[src/rtl/bist_checker_run_len_counter.sv]
// Load-to-one / increment counter that flags when the count equals LIMIT.
// Used to measure the length of each OUT-high segment.
module run_len_counter #(
    parameter int WIDTH = 5,
    parameter int LIMIT = 16
) (
    input  logic clk,
    input  logic reset,
    input  logic i_load,
    input  logic i_inc,
    output logic o_eq_limit
);

    logic [WIDTH-1:0] r_count;

    // Load wins over increment: a load marks the first high sample of a segment.
    always_ff @(posedge clk or posedge reset) begin
        if (reset) begin
            r_count <= '0;
        end else if (i_load) begin
            r_count <= WIDTH'(1);
        end else if (i_inc) begin
            r_count <= r_count + 1'b1;
        end
    end

    assign o_eq_limit = (r_count == WIDTH'(LIMIT));

endmodule

[config.mk]
export PLATFORM = sky130hd
export DESIGN_NAME = run_len_counter
export DESIGN_NICKNAME = d
export VERILOG_FILES = /design/src/rtl/bist_checker_run_len_counter.sv
export SDC_FILE = /design/constraint.sdc
export NUM_CORES = 1
export LEC_CHECK = 0
export CAP_MARGIN = 10
export CELL_PAD_IN_SITES_DETAIL_PLACEMENT = 0
export CELL_PAD_IN_SITES_GLOBAL_PLACEMENT = 1
export CORE_AREA = 5 5 42 44
export DETAILED_ROUTE_END_ITERATION = 6
export DIE_AREA = 0 0 47 49
export PLACE_DENSITY_LB_ADDON = 0.1
export SETUP_SLACK_MARGIN = 0.15
export SLEW_MARGIN = 20
export SYNTH_ARGS = -nofsm -noshare
export SYNTH_HDL_FRONTEND = slang
export SYNTH_SLANG_ARGS = --single-unit
[constraint.sdc]
create_clock -name clk -period 1.1 [get_ports clk]
set_input_delay 0.22 -clock clk [delete_from_list [all_inputs] [get_ports clk]]
set_output_delay 0.22 -clock clk [all_outputs]
set_load 0.02 [all_outputs]
Word level (Yosys, flattened, before mapping). Index checks and enable logic that the tools add are counted.

Bits in registers: 5. Input port bits: 4. Output and inout port bits: 1. Word-level logic and storage cells: 6.

Add/subtract/negate cells: 1. Equal/unequal tests: 1. Muxes and demuxes: 2. Reduce and logical (&&, ||, !) cells: 1.

Operator list (count): 2-to-1 mux 5 bit (2); adder 5 x 1 -> 5 bit (second input constant) (1); == test 5 bit (second input constant) (1); nonzero test 2 bit (1).

Depth between registers and ports, before layout. Gate-level depths: netlist (run 1).

Depth after elaboration: 3. Gate-level depth with buffers: 4.

Worst setup path after synthesis (run 1). Ideal clock, no wire load.

Path kind: register -> output. From: register r_count[0]. To: output o_eq_limit. Arrival: 1308 ps. Data required time: 880 ps. Slack: -428 ps. Cell stages (with the launch flop): 4. Path through: dfrtp_1 > inv_1 > ha_1 > nor4bb_1.

Cells in the longest elaborated chain, start to end: 1.

Ends and longest elaborated chain: start, declared (line 14) `logic [WIDTH-1:0] r_count;`; start signal, assigned (line 23) `r_count <= r_count + 1'b1;`; == test 5 bit (line 27) `assign o_eq_limit = (r_count == WIDTH'(LIMIT));`; end, declared (line 11) `output logic o_eq_limit`.

No other way between the ends.

Worst setup path in the final report (run 1). Ends and elaborated chain as after synthesis.

==> key figures, run 1 <==
Run status
  • Outcome: finished, violations left
  • Failing checks: setup timing

Layout
  • Layout cell share with drive strength beyond 1: 51.11%
  • Finished Layout Cells: 61
  • Reg with most FFs: r_count
  • Area Growth Syn to Fin: 67.61%
  • Fill count: 149
  • Nets: 52
  • Register Area: 125.1 um^2
  • Largest register FFs: 5
  • Regs by FF count: r_count x5
  • Multi-input logic area: 209.0 um^2
  • Final Instance Area: 518.0 um^2
  • Diode count: 0

Placement
  • Placer Congestion: 0.7311
  • Post-DP HPWL: 532.4 um
  • IO buf count: 4
  • Inst Count DP: 54
  • Placed cell areas: 435.4 um^2

Drt
  • Initial drt markers: 2
  • DRC viols: 0
  • DRT Wirelength: 652 um
  • Routed via count: 244
  • DR WL/cell: 10.69 um
  • Via density: 4.000
  • DRT antenna net count: 0
  • TritonRoute pass-1 iters: 2

Logic synthesis
  • Post-Synth Simple-Gate Area: 23.48%
  • Synth warnings: 0
  • Compound-cell area share of the yosys netlist: 4.858%
  • Xor/xnor share of the synthesized area: 2.834%
  • Synthesized Nets: 33
  • Largest family of logic cells by synthesized area: simple AND/OR/NAND/NOR gates
  • Avg Cell Area, Syn: 11.45 um^2
  • Synth Area in Adders: 8.097%
  • Mux contribution to synthesized area: 12.96%
  • Post-synthesis sequential area ratio: 40.49%
  • Cells after Synth: 27
  • Synthesized area: 309.0 um^2
  • Flops & latches, synth: 5
  • Netlist cell types: 15

Clocking
  • Clk_lat worst skew: 0.24 ns
  • CTS tree: yes
  • Worst-case clock buffer depth: 2
  • Number of clock sinks: 5
  • CTS Hold Buffers Added: 0
  • Num CTS Buffers: 3
  • CTS clk-pin slew, worst paths: 0.04 ns
  • Clk root buf: clkbuf_4
  • CTS HTree Levels: 1

Power
  • Pwr/cell area: 1071 nW/um^2
  • Peak supply drop: 0.0007032 V
  • Total power: 554.7 uW
  • Leakage: 0.2632 nW
  • Fraction of power spent switching nets: 25.19%
  • Reg power frac: 36.7%
  • Internal Pwr Total: 415.0 uW
  • Sw Pwr: 139.8 uW
  • Clk network pwr share: 37.9%
  • Power share of the combinational group: 25.4%

Die
  • Die X: 47 um
  • Row cnt: 14
  • Core Region: 1401 um^2
  • Die area: 2303 um^2
  • Starting density of the core: 22.05%
  • IO Pins: 5
  • Height of the die: 49 um

GRT
  • Initial antenna violation count: 0
  • Number of global-route vias before repair: 271
  • Congestion Overflow GR: 0
  • GRT Util Overall: 7.279%
  • Global-route wire length before repair: 1.173 mm
  • Largest net degree at the start of global routing: 6

Job
  • Max cap viols: 0

Timing
  • Fin worst setup slack: -0.2629 ns
  • Max Slew Vio Count: 0
  • Setup Viol. Count Final: 4
  • Peak Freq: 0.7337 GHz
  • Clock period minus worst slack: 1.363 ns
  • Final period util: 123.9%
  • Final Hold Fails: 0
  • Slew headroom: 86.89%
  • Worst slew pin tran: 0.1965 ns
  • Setup repair after global routing missed its margin: yes
  • Final Skew: 0.004492 ns

Setup path
  • Critical path peak fanout: 2
  • CP startpoint kind: register
  • Worst Path Required: 0.88 ns
  • CP max-delay cell: dfrtp_1
  • CP Capture Type: primary output
  • Crit path max-delay family: flip-flops
  • Critical setup path kind: register to primary output
  • Worst EP arrival: 1.14 ns
  • Crit-path cells: inv_1 > ha_1 > nor4bb_4 > buf_4
  • Critical Path Max Stage Delay: 0.37 ns
  • Worst path bufs/invs: 2

Min path
  • Min-Delay Path Class: input port to asynchronous set/reset pin
path summary, 6_finish.rpt:
path                       startpoint         end  slack [ns]  depth (start not counted)
max                        r_count[0]  o_eq_limit       -0.26                          4
min                             reset  r_count[3]        0.18                          2
max reg2reg                r_count[0]  r_count[2]       -0.18                          6
min reg2reg                r_count[1]  r_count[1]        0.65                          3
max in group asynchronous       reset  r_count[2]        0.74                          2
min in group clk                i_inc  r_count[4]        0.55                          3
cell usage in the layout, fill, tap and decap left out:
master	n
nand4_2	1
a21oi_2	1
nand4_4	1
mux2i_1	1
buf_4	10
clkbuf_1	1
xnor2_2	1
a21bo_1	1
dfrtp_1	5
dlygate4sd2_1	1
clkdlybuf4s50_1	2
ha_4	1
nor4bb_4	1
inv_1	3
ha_1	1
mux2_4	2
nand3b_1	1
clkbuf_4	3
nor2b_1	2
buf_6	2
nand2b_1	1
nor2_1	3
power by group through the flow:
stage	Combinational [mW]	Clock [mW]	Sequential, mW
floorplan	0.0491	0	0.212
global placement	0.103	0	0.205
detailed placement	0.106	0	0.206
CTS	0.114	0.222	0.204
global route	0.155	0.232	0.205
finish	0.141	0.210	0.203
layer usage:
metal | GRT usage [%] | wire length (um)
met5 | 0 | 0
met4 | 2.765 | 0
met3 | 5.535 | 64
met2 | 9.729 | 346
met1 | 8.667 | 241
layout make-up:
cell class | count | area share, %
Timing Repair Buffer | 15 | 24.40
Multi-Input combinational cell | 18 | 40.34
Tap cell | 16 | 3.865
Clock buffer | 4 | 5.072
Inverter | 3 | 2.174
Sequential cell | 5 | 24.15
cells by family after synthesis:
family | after synthesis
buf+inv | 4
simple gates | 10
flops | 5
xor+xnor | 1
fa+ha+maj | 2
mux | 3
compound gates | 2
Yosys cell counts:
cell,instances,share of area [%]
ha_1,2,8.1
a21bo_1,1,3.2
mux2_4,2,9.7
nand4_2,2,8.1
nand2b_1,1,2.0
mux2i_1,1,3.2
xnor2_1,1,2.8
buf_6,1,3.6
nand3b_1,1,2.4
nor2_1,3,3.6
nor4bb_1,1,3.2
inv_1,3,3.6
nor2b_1,2,4.0
dfrtp_1,5,40
a21oi_1,1,1.6
what timing repair did:
item | in CTS | in global routing
setup endpoints to repair | 6 | 5
gates resized for setup | 9 | 3
pin swaps | 1 | 4
buffers inserted | 0 | 3
metrics by stage:
step	hold WS (ns)	utilization, %	worst slack (ns)	setup TNS, ns
final	0.1816	36.96	-0.2629	-0.7138
after global routing	0.2047	36.96	-0.3731	-0.9768
after CTS	0.1818	33.93	-0.2851	-0.4420
after detailed placement	0.4498	31.07	-0.4853	-1.384
after global placement	0.4341	31.07	-0.4771	-1.312
after floorplan	-0.001479	-	-0.03923	-0.04909
Note: power is estimated with default switching activity, not from simulation.
==> run 2, diff against run 1 <==
--- a/config.mk
+++ b/config.mk
@@ -9,6 +9,7 @@
 export CELL_PAD_IN_SITES_DETAIL_PLACEMENT = 0
 export CELL_PAD_IN_SITES_GLOBAL_PLACEMENT = 1
 export CORE_AREA = 5 5 42 44
+export CTS_CLUSTER_DIAMETER = 100
 export DETAILED_ROUTE_END_ITERATION = 6
 export DIE_AREA = 0 0 47 49
 export PLACE_DENSITY_LB_ADDON = 0.1
==> results of run 2 <==
The final DEF is identical to that of run 1; final timing and power are the same.
==> run 3, diff against run 2 <==
--- a/config.mk
+++ b/config.mk
@@ -5,13 +5,13 @@
 export SDC_FILE = /design/constraint.sdc
 export NUM_CORES = 1
 export LEC_CHECK = 0
-export CAP_MARGIN = 10
 export CELL_PAD_IN_SITES_DETAIL_PLACEMENT = 0
 export CELL_PAD_IN_SITES_GLOBAL_PLACEMENT = 1
 export CORE_AREA = 5 5 42 44
 export CTS_CLUSTER_DIAMETER = 100
 export DETAILED_ROUTE_END_ITERATION = 6
 export DIE_AREA = 0 0 47 49
+export DONT_BUFFER_PORTS = 1
 export PLACE_DENSITY_LB_ADDON = 0.1
 export SETUP_SLACK_MARGIN = 0.15
 export SLEW_MARGIN = 20
==> key figures, run 3 (synthesis gave the netlist of run 1 again) <==
Job
  • Max cap viols: 0 (unchanged)

Power
  • Sw Pwr: 147.9 uW (+5.8%)
  • Clk network pwr share: 40.3% (+2.4 points)
  • Leakage: 0.2309 nW (-12%)
  • Peak supply drop: 0.0004920 V (-30%)
  • Internal Pwr Total: 413.1 uW (-0.46%)
  • Pwr/cell area: 1159 nW/um^2 (+8.2%)
  • Power share of the combinational group: 23.0% (-2.4 points)
  • Reg power frac: 36.7% (about the same)
  • Fraction of power spent switching nets: 26.37% (+1.2 points)

Setup path
  • Worst EP arrival: 1.19 ns (+0.05 ns)
  • Worst path bufs/invs: 2 (unchanged)
  • R2R depth: 5 (-1)
  • Critical path peak fanout: 2 (unchanged)
  • Worst Path Required: 0.88 ns (about the same)
  • Levels on crit path: 4 (unchanged)
  • CP max-delay cell: dfrtp_1
  • Crit path max-delay family: flip-flops
  • CP Capture Type: primary output
  • Critical Path Max Stage Delay: 0.38 ns (about the same)
  • Critical setup path kind: register to primary output
  • CP startpoint kind: register
  • Crit-path cells: inv_1 > ha_1 > nor4bb_4 > buf_4

Timing
  • TNS Setup: -0.7261 ns (-0.01228 ns)
  • Final period util: 128.2% (+4.3 points)
  • Clock period minus worst slack: 1.411 ns (+0.04768 ns)
  • Max Slew Vio Count: 0 (unchanged)
  • Final Hold Fails: 0 (unchanged)
  • Setup repair after global routing missed its margin: yes
  • Worst slew pin tran: 0.2519 ns (+0.05535 ns)
  • Final Skew: 0.003358 ns (-0.001134 ns)
  • Slew headroom: 83.21% (-3.7 points)
  • Fin worst setup slack: -0.3106 ns (-0.04768 ns)
  • Peak Freq: 0.7089 GHz (-3.4%)
  • Setup Viol. Count Final: 4 (unchanged)

Layout
  • Fin util: 34.55% (-2.4 points)
  • Area Growth Syn to Fin: 56.68%
  • Largest register FFs: 5 (unchanged)
  • Fill count: 158 (+6.0%)
  • Most frequent cells in the layout: buf_4 (8), dfrtp_1 (5), nor2_1 (3), inv_1 (3), clkbuf_4 (3)
  • Diode count: 0 (unchanged)
  • Nets: 48 (-7.7%)
  • Finished Layout Cells: 57 (-6.6%)
  • Layout cell share with drive strength beyond 1: 51.22% (+0.11 points)
  • Reg with most FFs: r_count
  • Regs by FF count: r_count x5
  • Most common cell after layout, fill and taps aside: buf_4

Clocking
  • Clk root buf: clkbuf_4
  • Number of clock sinks: 5 (unchanged)
  • Clk_lat worst skew: 0.25 ns (about the same)
  • CTS clk-pin slew, worst paths: 0.05 ns (about the same)
  • CTS HTree Levels: 1 (unchanged)
  • Worst-case clock buffer depth: 2 (unchanged)
  • Num CTS Buffers: 3 (unchanged)
  • CTS tree: yes

Drt
  • TritonRoute pass-1 iters: 4 (+2)
  • DRT Wirelength: 672 um (+3.1%)
  • DRT antenna net count: 0 (unchanged)
  • Initial drt markers: 2 (unchanged)
  • DR WL/cell: 11.79 um (+10%)
  • DRC viols: 0 (unchanged)
  • Via density: 4.175 (+4.4%)
  • Routed via count: 238 (-2.5%)

Run status
  • Failing checks: setup timing
  • Outcome: finished, violations left

Die
  • Starting density of the core: 22.05% (unchanged)
  • Die area: 2303 um^2 (unchanged)
  • Height of the die: 49 um (unchanged)
  • Die X: 47 um (unchanged)
  • Row cnt: 14 (unchanged)
  • IO Pins: 5 (unchanged)
  • Core Region: 1401 um^2 (unchanged)

Placement
  • Placement Setup Slack: -0.1000 ns (+0.3853 ns)
  • IO buf count: 0 (-4)
  • Inst Count DP: 49 (-9.3%)
  • Post-DP HPWL: 483.1 um (-9.3%)
  • Placer Congestion: 0.6231 (-15%)

Min path
  • Cell depth of the worst hold path: 1
  • Min-Delay Path Class: input port to register

GRT
  • Number of global-route vias before repair: 274 (+1.1%)
  • Global-route wire length before repair: 1.228 mm (+4.7%)
  • Largest net degree at the start of global routing: 8 (+2)
  • Congestion Overflow GR: 0 (unchanged)
  • GRT Util Overall: 8.057% (+0.78 points)
  • Initial antenna violation count: 0 (unchanged)
-- run 3: cell types whose count changed in the layout (fill, tap and decap cells not counted) --
cell             delta
dlygate4sd2_1       -1
clkdlybuf4s50_1     -2
dlygate4sd3_1       +1
buf_4               -2
-- run 3: path summary, 6_finish.rpt --
| kind | start | endpoint | slack (ns) |
|---|---|---|---|
| worst max-delay path | r_count[0] | o_eq_limit | -0.31 |
| worst min-delay path | i_load | r_count[2] | 0.02 |
| worst max register to register | r_count[1] | r_count[4] | -0.17 |
| worst min register to register | r_count[4] | r_count[4] | 0.66 |
| max in group asynchronous | reset | r_count[2] | 0.59 |
| min in group asynchronous | reset | r_count[3] | 0.32 |
-- run 3: timing repair --
item,4_1_cts,5_1_grt
hold buffers,1,0
endpoints found under the hold margin,5,0
endpoints found under the setup margin,5,6
pin swaps,1,0
gates cloned,0,0
buffers inserted,2,1
gates resized for setup,1,5
-- run 3: final cells by class --
type / instances / area (um^2) / area share (%)
clock buffers: 4 / 26.28 / 5.426
inverters: 3 / 11.26 / 2.326
multi-input cells: 18 / 209.0 / 43.15
flip-flops and latches: 5 / 125.1 / 25.84
repair buffers: 11 / 92.59 / 19.12
well taps: 16 / 20.02 / 4.134
-- run 3: power groups by stage --
stage          registers [mW]  logic [mW]  clock network, mW
5_1_grt                 0.207       0.142              0.250
4_1_cts                 0.205       0.106              0.239
3_5_place_dp            0.212      0.0811                  0
2_1_floorplan           0.212      0.0491                  0
3_3_place_gp            0.212      0.0790                  0
6_report                0.206       0.129              0.226
-- run 3: metal layers --
metal  track usage [%]  up-vias  share of wire, %
li1                  -      118                 -
met1             10.22      114                44
met2             9.729        4                48
met3             2.583        2               6.1
met4             8.295        0               2.1
met5                 0        -                 0
-- run 3: per-stage QoR --
stage | hold slack [ns] | instance area [um^2] | total power [mW]
after floorplan | -0.001479 | 326.6 | 0.2611
after global placement | 0.03482 | 387.9 | 0.2911
after detailed placement | 0.03511 | 387.9 | 0.2930
after CTS | 0.02111 | 449.2 | 0.5496
final | 0.02411 | 484.2 | 0.5610
after global routing | 0.009134 | 484.2 | 0.5985
